--- config.mk ---
export PLATFORM = sky130hd
export DESIGN_NAME = mc_main_control
export DESIGN_NICKNAME = d
export VERILOG_FILES = /design/src/rtl/mc_main_control.sv
export SDC_FILE = /design/constraint.sdc
export NUM_CORES = 1
export LEC_CHECK = 0
export ABC_AREA = 1
export CORE_UTILIZATION = 25
export CTS_CLUSTER_DIAMETER = 150
export DETAILED_ROUTE_END_ITERATION = 6
export GPL_ROUTABILITY_DRIVEN = 0
export PLACE_DENSITY = 0.58
export SKIP_LAST_GASP = 1
export SYNTH_ARGS = -nofsm -noshare
export SYNTH_HDL_FRONTEND = slang
export SYNTH_SLANG_ARGS = --single-unit
--- constraint.sdc ---
create_clock -name clk -period 1.2 [get_ports clk]
set_input_delay 0.12 -clock clk [delete_from_list [all_inputs] [get_ports clk]]
set_output_delay 0.12 -clock clk [all_outputs]
set_load 0.05 [all_outputs]
--- src/rtl/mc_main_control.sv ---
// Multi-cycle main control FSM for the MIPS-lite core: sequences fetch/decode/execute/memory/writeback
// and drives the datapath control lines, stalling on a ready-handshaked memory with a wait-limit abort.
module mc_main_control #(
    parameter int WAIT_LIMIT = 15,
    parameter int CNT_W      = 4
) (
    input  logic       clk,
    input  logic       reset,
    input  logic [5:0] opcode,
    input  logic [5:0] funct,
    input  logic       mem_ready,
    output logic       memread,
    output logic       memwrite,
    output logic       iord,
    output logic       irwrite,
    output logic       pcwrite,
    output logic       pcwritecond,
    output logic [1:0] pcsource,
    output logic       alusrca,
    output logic [1:0] alusrcb,
    output logic [1:0] aluop,
    output logic       regwrite,
    output logic [1:0] regdst,
    output logic [1:0] memtoreg,
    output logic       illegal_op,
    output logic       mem_err,
    output logic [3:0] state
);

    localparam logic [3:0] S_FETCH   = 4'd0;
    localparam logic [3:0] S_DECODE  = 4'd1;
    localparam logic [3:0] S_MEMADR  = 4'd2;
    localparam logic [3:0] S_MEMRD   = 4'd3;
    localparam logic [3:0] S_MEMWB   = 4'd4;
    localparam logic [3:0] S_MEMWR   = 4'd5;
    localparam logic [3:0] S_EXEC    = 4'd6;
    localparam logic [3:0] S_RWB     = 4'd7;
    localparam logic [3:0] S_BRANCH  = 4'd8;
    localparam logic [3:0] S_JUMP    = 4'd9;
    localparam logic [3:0] S_ADDIEX  = 4'd10;
    localparam logic [3:0] S_ADDIWB  = 4'd11;
    localparam logic [3:0] S_JMADR   = 4'd12;
    localparam logic [3:0] S_JMRD    = 4'd13;
    localparam logic [3:0] S_JMLINK  = 4'd14;

    localparam logic [5:0] OP_RTYPE  = 6'b000000;
    localparam logic [5:0] OP_LW     = 6'b100011;
    localparam logic [5:0] OP_SW     = 6'b101011;
    localparam logic [5:0] OP_BEQ    = 6'b000100;
    localparam logic [5:0] OP_J      = 6'b000010;
    localparam logic [5:0] OP_ADDI   = 6'b001000;
    localparam logic [5:0] FN_JMADD  = 6'b000001;

    logic [3:0]       r_state;
    logic [3:0]       w_nextState;
    logic [CNT_W-1:0] r_waitCnt;
    logic             w_memState;
    logic             w_abort;
    logic             w_illegal;

    assign w_memState = (r_state == S_FETCH) || (r_state == S_MEMRD) ||
                        (r_state == S_MEMWR) || (r_state == S_JMRD);
    assign w_abort    = w_memState && !mem_ready && (r_waitCnt == CNT_W'(WAIT_LIMIT));
    assign w_illegal  = !((opcode == OP_RTYPE) || (opcode == OP_LW) || (opcode == OP_SW) ||
                          (opcode == OP_BEQ) || (opcode == OP_J) || (opcode == OP_ADDI));

    always_comb begin
        w_nextState = S_FETCH;
        case (r_state)
            S_FETCH:  w_nextState = mem_ready ? S_DECODE : S_FETCH;
            S_DECODE: begin
                if ((opcode == OP_LW) || (opcode == OP_SW)) w_nextState = S_MEMADR;
                else if (opcode == OP_RTYPE)                w_nextState = (funct == FN_JMADD) ? S_JMADR : S_EXEC;
                else if (opcode == OP_BEQ)                  w_nextState = S_BRANCH;
                else if (opcode == OP_J)                    w_nextState = S_JUMP;
                else if (opcode == OP_ADDI)                 w_nextState = S_ADDIEX;
                else                                        w_nextState = S_FETCH;
            end
            S_MEMADR: w_nextState = (opcode == OP_SW) ? S_MEMWR : S_MEMRD;
            S_MEMRD:  w_nextState = mem_ready ? S_MEMWB : S_MEMRD;
            S_MEMWR:  w_nextState = mem_ready ? S_FETCH : S_MEMWR;
            S_EXEC:   w_nextState = S_RWB;
            S_ADDIEX: w_nextState = S_ADDIWB;
            S_JMADR:  w_nextState = S_JMRD;
            S_JMRD:   w_nextState = mem_ready ? S_JMLINK : S_JMRD;
            default:  w_nextState = S_FETCH;
        endcase
        // A timed-out access abandons the instruction; nothing downstream gets written.
        if (w_abort) w_nextState = S_FETCH;
    end

    always_ff @(posedge clk) begin
        if (reset) begin
            r_state   <= S_FETCH;
            r_waitCnt <= '0;
        end else begin
            r_state <= w_nextState;
            if (!w_memState || mem_ready || w_abort || (w_nextState != r_state))
                r_waitCnt <= '0;
            else
                r_waitCnt <= r_waitCnt + 1'b1;
        end
    end

    always_comb begin
        memread     = 1'b0;
        memwrite    = 1'b0;
        iord        = 1'b0;
        irwrite     = 1'b0;
        pcwrite     = 1'b0;
        pcwritecond = 1'b0;
        pcsource    = 2'b00;
        alusrca     = 1'b0;
        alusrcb     = 2'b00;
        aluop       = 2'b00;
        regwrite    = 1'b0;
        regdst      = 2'b00;
        memtoreg    = 2'b00;
        illegal_op  = 1'b0;
        mem_err     = 1'b0;
        state       = 4'd0;
        if (!reset) begin
            state   = r_state;
            mem_err = w_abort;
            case (r_state)
                S_FETCH: begin
                    memread = 1'b1;
                    alusrcb = 2'b01;
                    irwrite = mem_ready;
                    pcwrite = mem_ready;
                end
                S_DECODE: begin
                    alusrcb    = 2'b11;
                    illegal_op = w_illegal;
                end
                S_MEMADR, S_ADDIEX: begin
                    alusrca = 1'b1;
                    alusrcb = 2'b10;
                end
                S_MEMRD, S_JMRD: begin
                    memread = 1'b1;
                    iord    = 1'b1;
                end
                S_MEMWR: begin
                    memwrite = 1'b1;
                    iord     = 1'b1;
                end
                S_MEMWB: begin
                    regwrite = 1'b1;
                    memtoreg = 2'b01;
                end
                S_EXEC, S_JMADR: begin
                    alusrca = 1'b1;
                    aluop   = 2'b10;
                end
                S_RWB: begin
                    regwrite = 1'b1;
                    regdst   = 2'b01;
                end
                S_ADDIWB: regwrite = 1'b1;
                S_BRANCH: begin
                    alusrca     = 1'b1;
                    aluop       = 2'b01;
                    pcwritecond = 1'b1;
                    pcsource    = 2'b01;
                end
                S_JUMP: begin
                    pcwrite  = 1'b1;
                    pcsource = 2'b10;
                end
                S_JMLINK: begin
                    regwrite = 1'b1;
                    regdst   = 2'b10;
                    memtoreg = 2'b10;
                    pcwrite  = 1'b1;
                    pcsource = 2'b11;
                end
                default: ;
            endcase
        end
    end

endmodule

* Word-level counts from Yosys, hierarchy flattened
Cells that the tools add are included.
W data, S select, Z words.
** Storage, ports and cells
- Register bits :: 8
- Input bits :: 15
- Output and inout bits :: 24
- Word-level logic and storage cells :: 95
** Operators by class
- Add/sub/neg operators :: 1
- Equality and inequality tests :: 22
- Multiplexer cells :: 43
- Reductions and logical operators :: 27
** Operators by type and width (number)
- $pmux W4 S9 :: 1
- $eq A4 B4 Y1 const B :: 8
- $mux W4 :: 8
- $mux W1 :: 19
- $eq A4 B3 Y1 const B :: 4
- $eq A6 B6 Y1 const B :: 2
- $logic_or A1 B1 Y1 :: 12
- $mux W2 :: 6
- $pmux W2 S2 :: 3
- $pmux W2 S3 :: 2
- $mux W3 :: 3
- $eq A4 B2 Y1 const B :: 2
- $reduce_or A2 Y1 :: 4
- $eq A6 B1 Y1 const B :: 1
- $eq A6 B2 Y1 const B :: 1
- $eq A6 B3 Y1 const B :: 1
- $eq A6 B4 Y1 const B :: 1
- $logic_not A6 Y1 :: 1
- $reduce_or A3 Y1 :: 2
- $reduce_or A5 Y1 :: 1
- $add A4 B1 Y4 const B :: 1
- $eq A4 B1 Y1 const B :: 1
- $logic_not A4 Y1 :: 1
- $ne A4 B4 Y1 :: 1
- other kinds (4) :: 7

* Logic depth before layout (Yosys ltp)
- Depth in word-level cells :: 11
- Gate-level depth with buffers :: 10
- Depth with buffers taken out :: 10

* Worst setup path before layout
OpenSTA, ideal clock, no wires.
- Kind :: flip-flop to output port
- From :: reg r_state[1]
- To :: out regdst[1]
- Arrival time :: 1730 ps
- Required time :: 1080 ps
- Path slack :: -650 ps
- Stages on the path, launching flop included :: 6
- Path buffers :: 1
- Cells stage by stage :: dfxtp_1 nand2_2 nor2_1 inv_1 nor2_1 buf_4
** Between the ends
- Cells in the longest elaborated chain, start to end :: 3
- Elaborated cells between the ends (all ways) :: 4
- Classes of those cells :: 2 x eq/ne; 2 x mux
** RTL lines
- from (decl) :: RTL line 54 : logic [3:0] r_state;
- from (signal assigned) :: RTL line 97 : r_state <= w_nextState;
- $eq A4 B4 Y1 or $eq A4 B3 Y1 (tied branches) :: RTL line 125 : case (r_state)
- $pmux W2 S2 * :: RTL line 125
- $mux W2 * :: RTL line 122 : if (!reset) begin
- to (decl) :: RTL line 23 : output logic [1:0] regdst,
Every way passes the cells marked *; elsewhere a longest branch is shown, timed or not.

* Worst setup path in the final report
- From :: reg r_state[1]
- To :: out mem_err
** Between the ends
- Cells in the longest elaborated chain, start to end :: 7
- Elaborated cells between the ends (all ways) :: 10
- Classes of those cells :: 3 x eq/ne; 1 x mux; 6 x reduce/logical
** RTL lines
- $eq A4 B2 Y1 or $logic_not A4 Y1 (tied branches) :: RTL line 61 : assign w_memState = (r_state == S_FETCH) || (r_state == S_MEMRD) ||
- $logic_or A1 B1 Y1 (2 in a row) :: RTL line 61
- $logic_or A1 B1 Y1 * :: RTL line 62 : (r_state == S_MEMWR) || (r_state == S_JMRD);
- $logic_and A1 B1 Y1 * (2 in a row) :: RTL line 63 : assign w_abort = w_memState && !mem_ready && (r_waitCnt == CNT_W'(WAIT_LIMIT));
- $mux W1 * :: RTL line 122
- to (decl) :: RTL line 26 : output logic mem_err,
Marks and branches as above.

==> impl_metrics.toml <==
[global_route]
grt_pass1_wl_um = 6196
grt_pass1_vias = 1383
track_usage_pct = 22.52
antenna_found_initial = 0
grt_overflow = 0
grt_max_degree = 11

[clock_tree]
cts_root_buf = "clkbuf_4"
clock_path_buffers = 2
clk_pin_slew_ps = 50
htreeDepth = 1
cts_tree = "yes"
cts_sinks = 8
insertion_delay_ps = 250
cts_made_buffers = 3

[cells_and_area]
fill_cells = 219
final_common_cell = "buf_4"
synthToLayoutAreaGrowth_pct = 178.9
drive_gt1_share_pct = 61.09
fin_util_pct = 75.24
num-nets-final = 257
mostFrequentLayoutCells = "buf_4 (27), nand2_1 (23), buf_6 (21), buf_12 (21), nor2_1 (20)"
antenna_cells = 0

[sta]
worstMarginPinSlew_ps = 310.7
slew_viol_final = 0
period_needed_ps = 1598
setup_viol = 31
final-hold-violation-count = 0
finalCritPeriodShare_pct = 133.1
finClkSkew_ps = 0.6158
holdWs_ps = 495.9
relSlewSlack_pct = 79.13
rsz0062_at_grt = "yes"
fmax_mhz = 626.0
worst_slack_ps = -397.5

[floorplanning]
boundaryPins = 39
die_area_sq_um = 3584
rows = 20
die_x_um = 59.87
start_util_pct = 26.98
coreArea_sq_um = 3103
die_h_um = 59.87

[worst_setup_path]
critPathLaunch = "r_state[1]"
critPathRequiredTime_ps = 1080
worstPathCellList = "inv_4, nand2_4, a21oi_4, nor2_2, nand2_2, nand3b_4, nor2_4, buf_12"
critPathMaxFanout = 4
rr_endpoint = "r_state[1]"
critPathKind = "flip-flop to output port"
reg2reg_slack_ps = -290
rr_worst_depth = 10
crit_end = "mem_err"
cp_slowest_stage_delay_ps = 380
critPathLaunchType = "flip-flop"
worstSetupEndpointType = "output port"
reg2reg_from = "r_state[1]"
slowest_stage = "dfxtp_4"
cp.arrival_ps = 1480

[routing]
viasPerCell = 4.703
wl_per_cell_um = 13.88
first_iter_violations = 32
antenna_left = 0
first_pass_iters = 4
via_count = 1331
drt_wl_total_um = 3928
drc_errors = 0

[power_and_ir_drop]
ir_drop_mv = 0.4107
finalPower_mw = 1.038
p_leak_nw = 1.019
power_density_nw_per_um2 = 444.6

[synth]
seq_area_frac_synth_pct = 19.13
synth_area_sq_um = 837.1
synth_seq_cells = 8
yosysWarnings = 0
yosysUniqueCellTypes = 23
synth_nets = 171
syn_area_per_cell_sq_um = 5.400
syn_inst = 155

[job]
maxCapViolations = 0

[place]
port_buffers = 38
hpwl_um = 2494

[status]
status = "complete, but fails checks"
violations = "setup timing"

[hold_path]
min_path_type = "primary input to flip-flop"
## registers in the layout (all words and copies together), names as in the netlist
name / count
r_state: 4
r_waitCnt: 4
## report_power, final
group,internal (mW),switching (mW),leakage (nW)
combinational,0.260,0.287,0.937
sequential,0.269,0.0173,0.0680
clock,0.114,0.0898,0.0138
total,0.644,0.394,1.02
## area by class of cell
class                      count  area, sq um  share of cell area (%)
clock buffer                   3        22.52                  0.9646
inverter                      20        105.1                   4.502
multi-input combinational    122        933.4                   39.98
sequential                     8        175.2                   7.503
tap                           44        55.05                   2.358
timing repair buffer          86         1044                   44.69
## worst min path at each step
stage | startpoint | endpoint | cells after the start
floorplan | r_waitCnt[0] | r_waitCnt[0] | 1
global placement | r_waitCnt[0] | r_waitCnt[0] | 2
detailed placement | r_waitCnt[0] | r_waitCnt[0] | 2
CTS | reset | r_state[1] | 3
global route | reset | r_state[1] | 3
finish | reset | r_state[3] | 3
## routing by layer
metal,part of all wire (%),routed length [um],vias up,global-route usage (%)
met5,0,0,-,0
met4,1.2,46,0,6.977
met3,2.2,86,8,1.299
met2,56,2206,39,43.17
met1,40,1588,628,26.31
li1,-,-,656,-
## worst max-delay path: cells and delay by family (launching register included)
| family | cells | cell delay (ps) |
|---|---|---|
| buffers and inverters | 2 | 240 |
| AO/OA/AOI/OAI | 1 | 170 |
| AND/OR/NAND/NOR | 5 | 440 |
| flip-flops | 1 | 380 |
## Yosys cell counts (all sizes together)
cell     n  area (sq um)
a21oi    8         43.79
a31oi    1         6.260
and2     1         6.260
buf      2         15.01
clkbuf   3         11.26
dfxtp    8         160.2
ha       1         12.51
inv     20         75.07
nand2   34         140.1
nand3   13         65.06
nand3b   1         20.02
nand4    4         31.28
nor2    50         195.2
nor3     4         20.02
o21ai    2         10.01
o21bai   1         7.510
xnor2    1         8.760
xor2     1         8.760
## stage by stage
step,cells,instance area [sq um],setup TNS (ps),setup slack [ps]
after floorplan,155,992.2,-1763,-188.9
after global placement,265,1841,-3261,-239.3
after detailed placement,265,1841,-3933,-295.9
after CTS,280,2213,-6862,-368.4
after global routing,283,2335,-9453,-438.5
final,283,2335,-7884,-397.5
## kinds of logic after synthesis
family,Yosys count,share of synthesized area (%)
fa+ha+maj,1,1.495
compound gates,12,8.072
xor+xnor,2,2.093
simple gates,107,57.10
flops,8,19.13
buf+inv,25,12.11
## repair_timing
action | 4_1_cts | 5_1_grt
hold buffers | 0 | 0
setup buffers | 14 | 6
gates resized for setup | 70 | 29
pin swaps | 22 | 23
setup endpoints to repair | 32 | 32
Power figures use the tool's default switching activity.
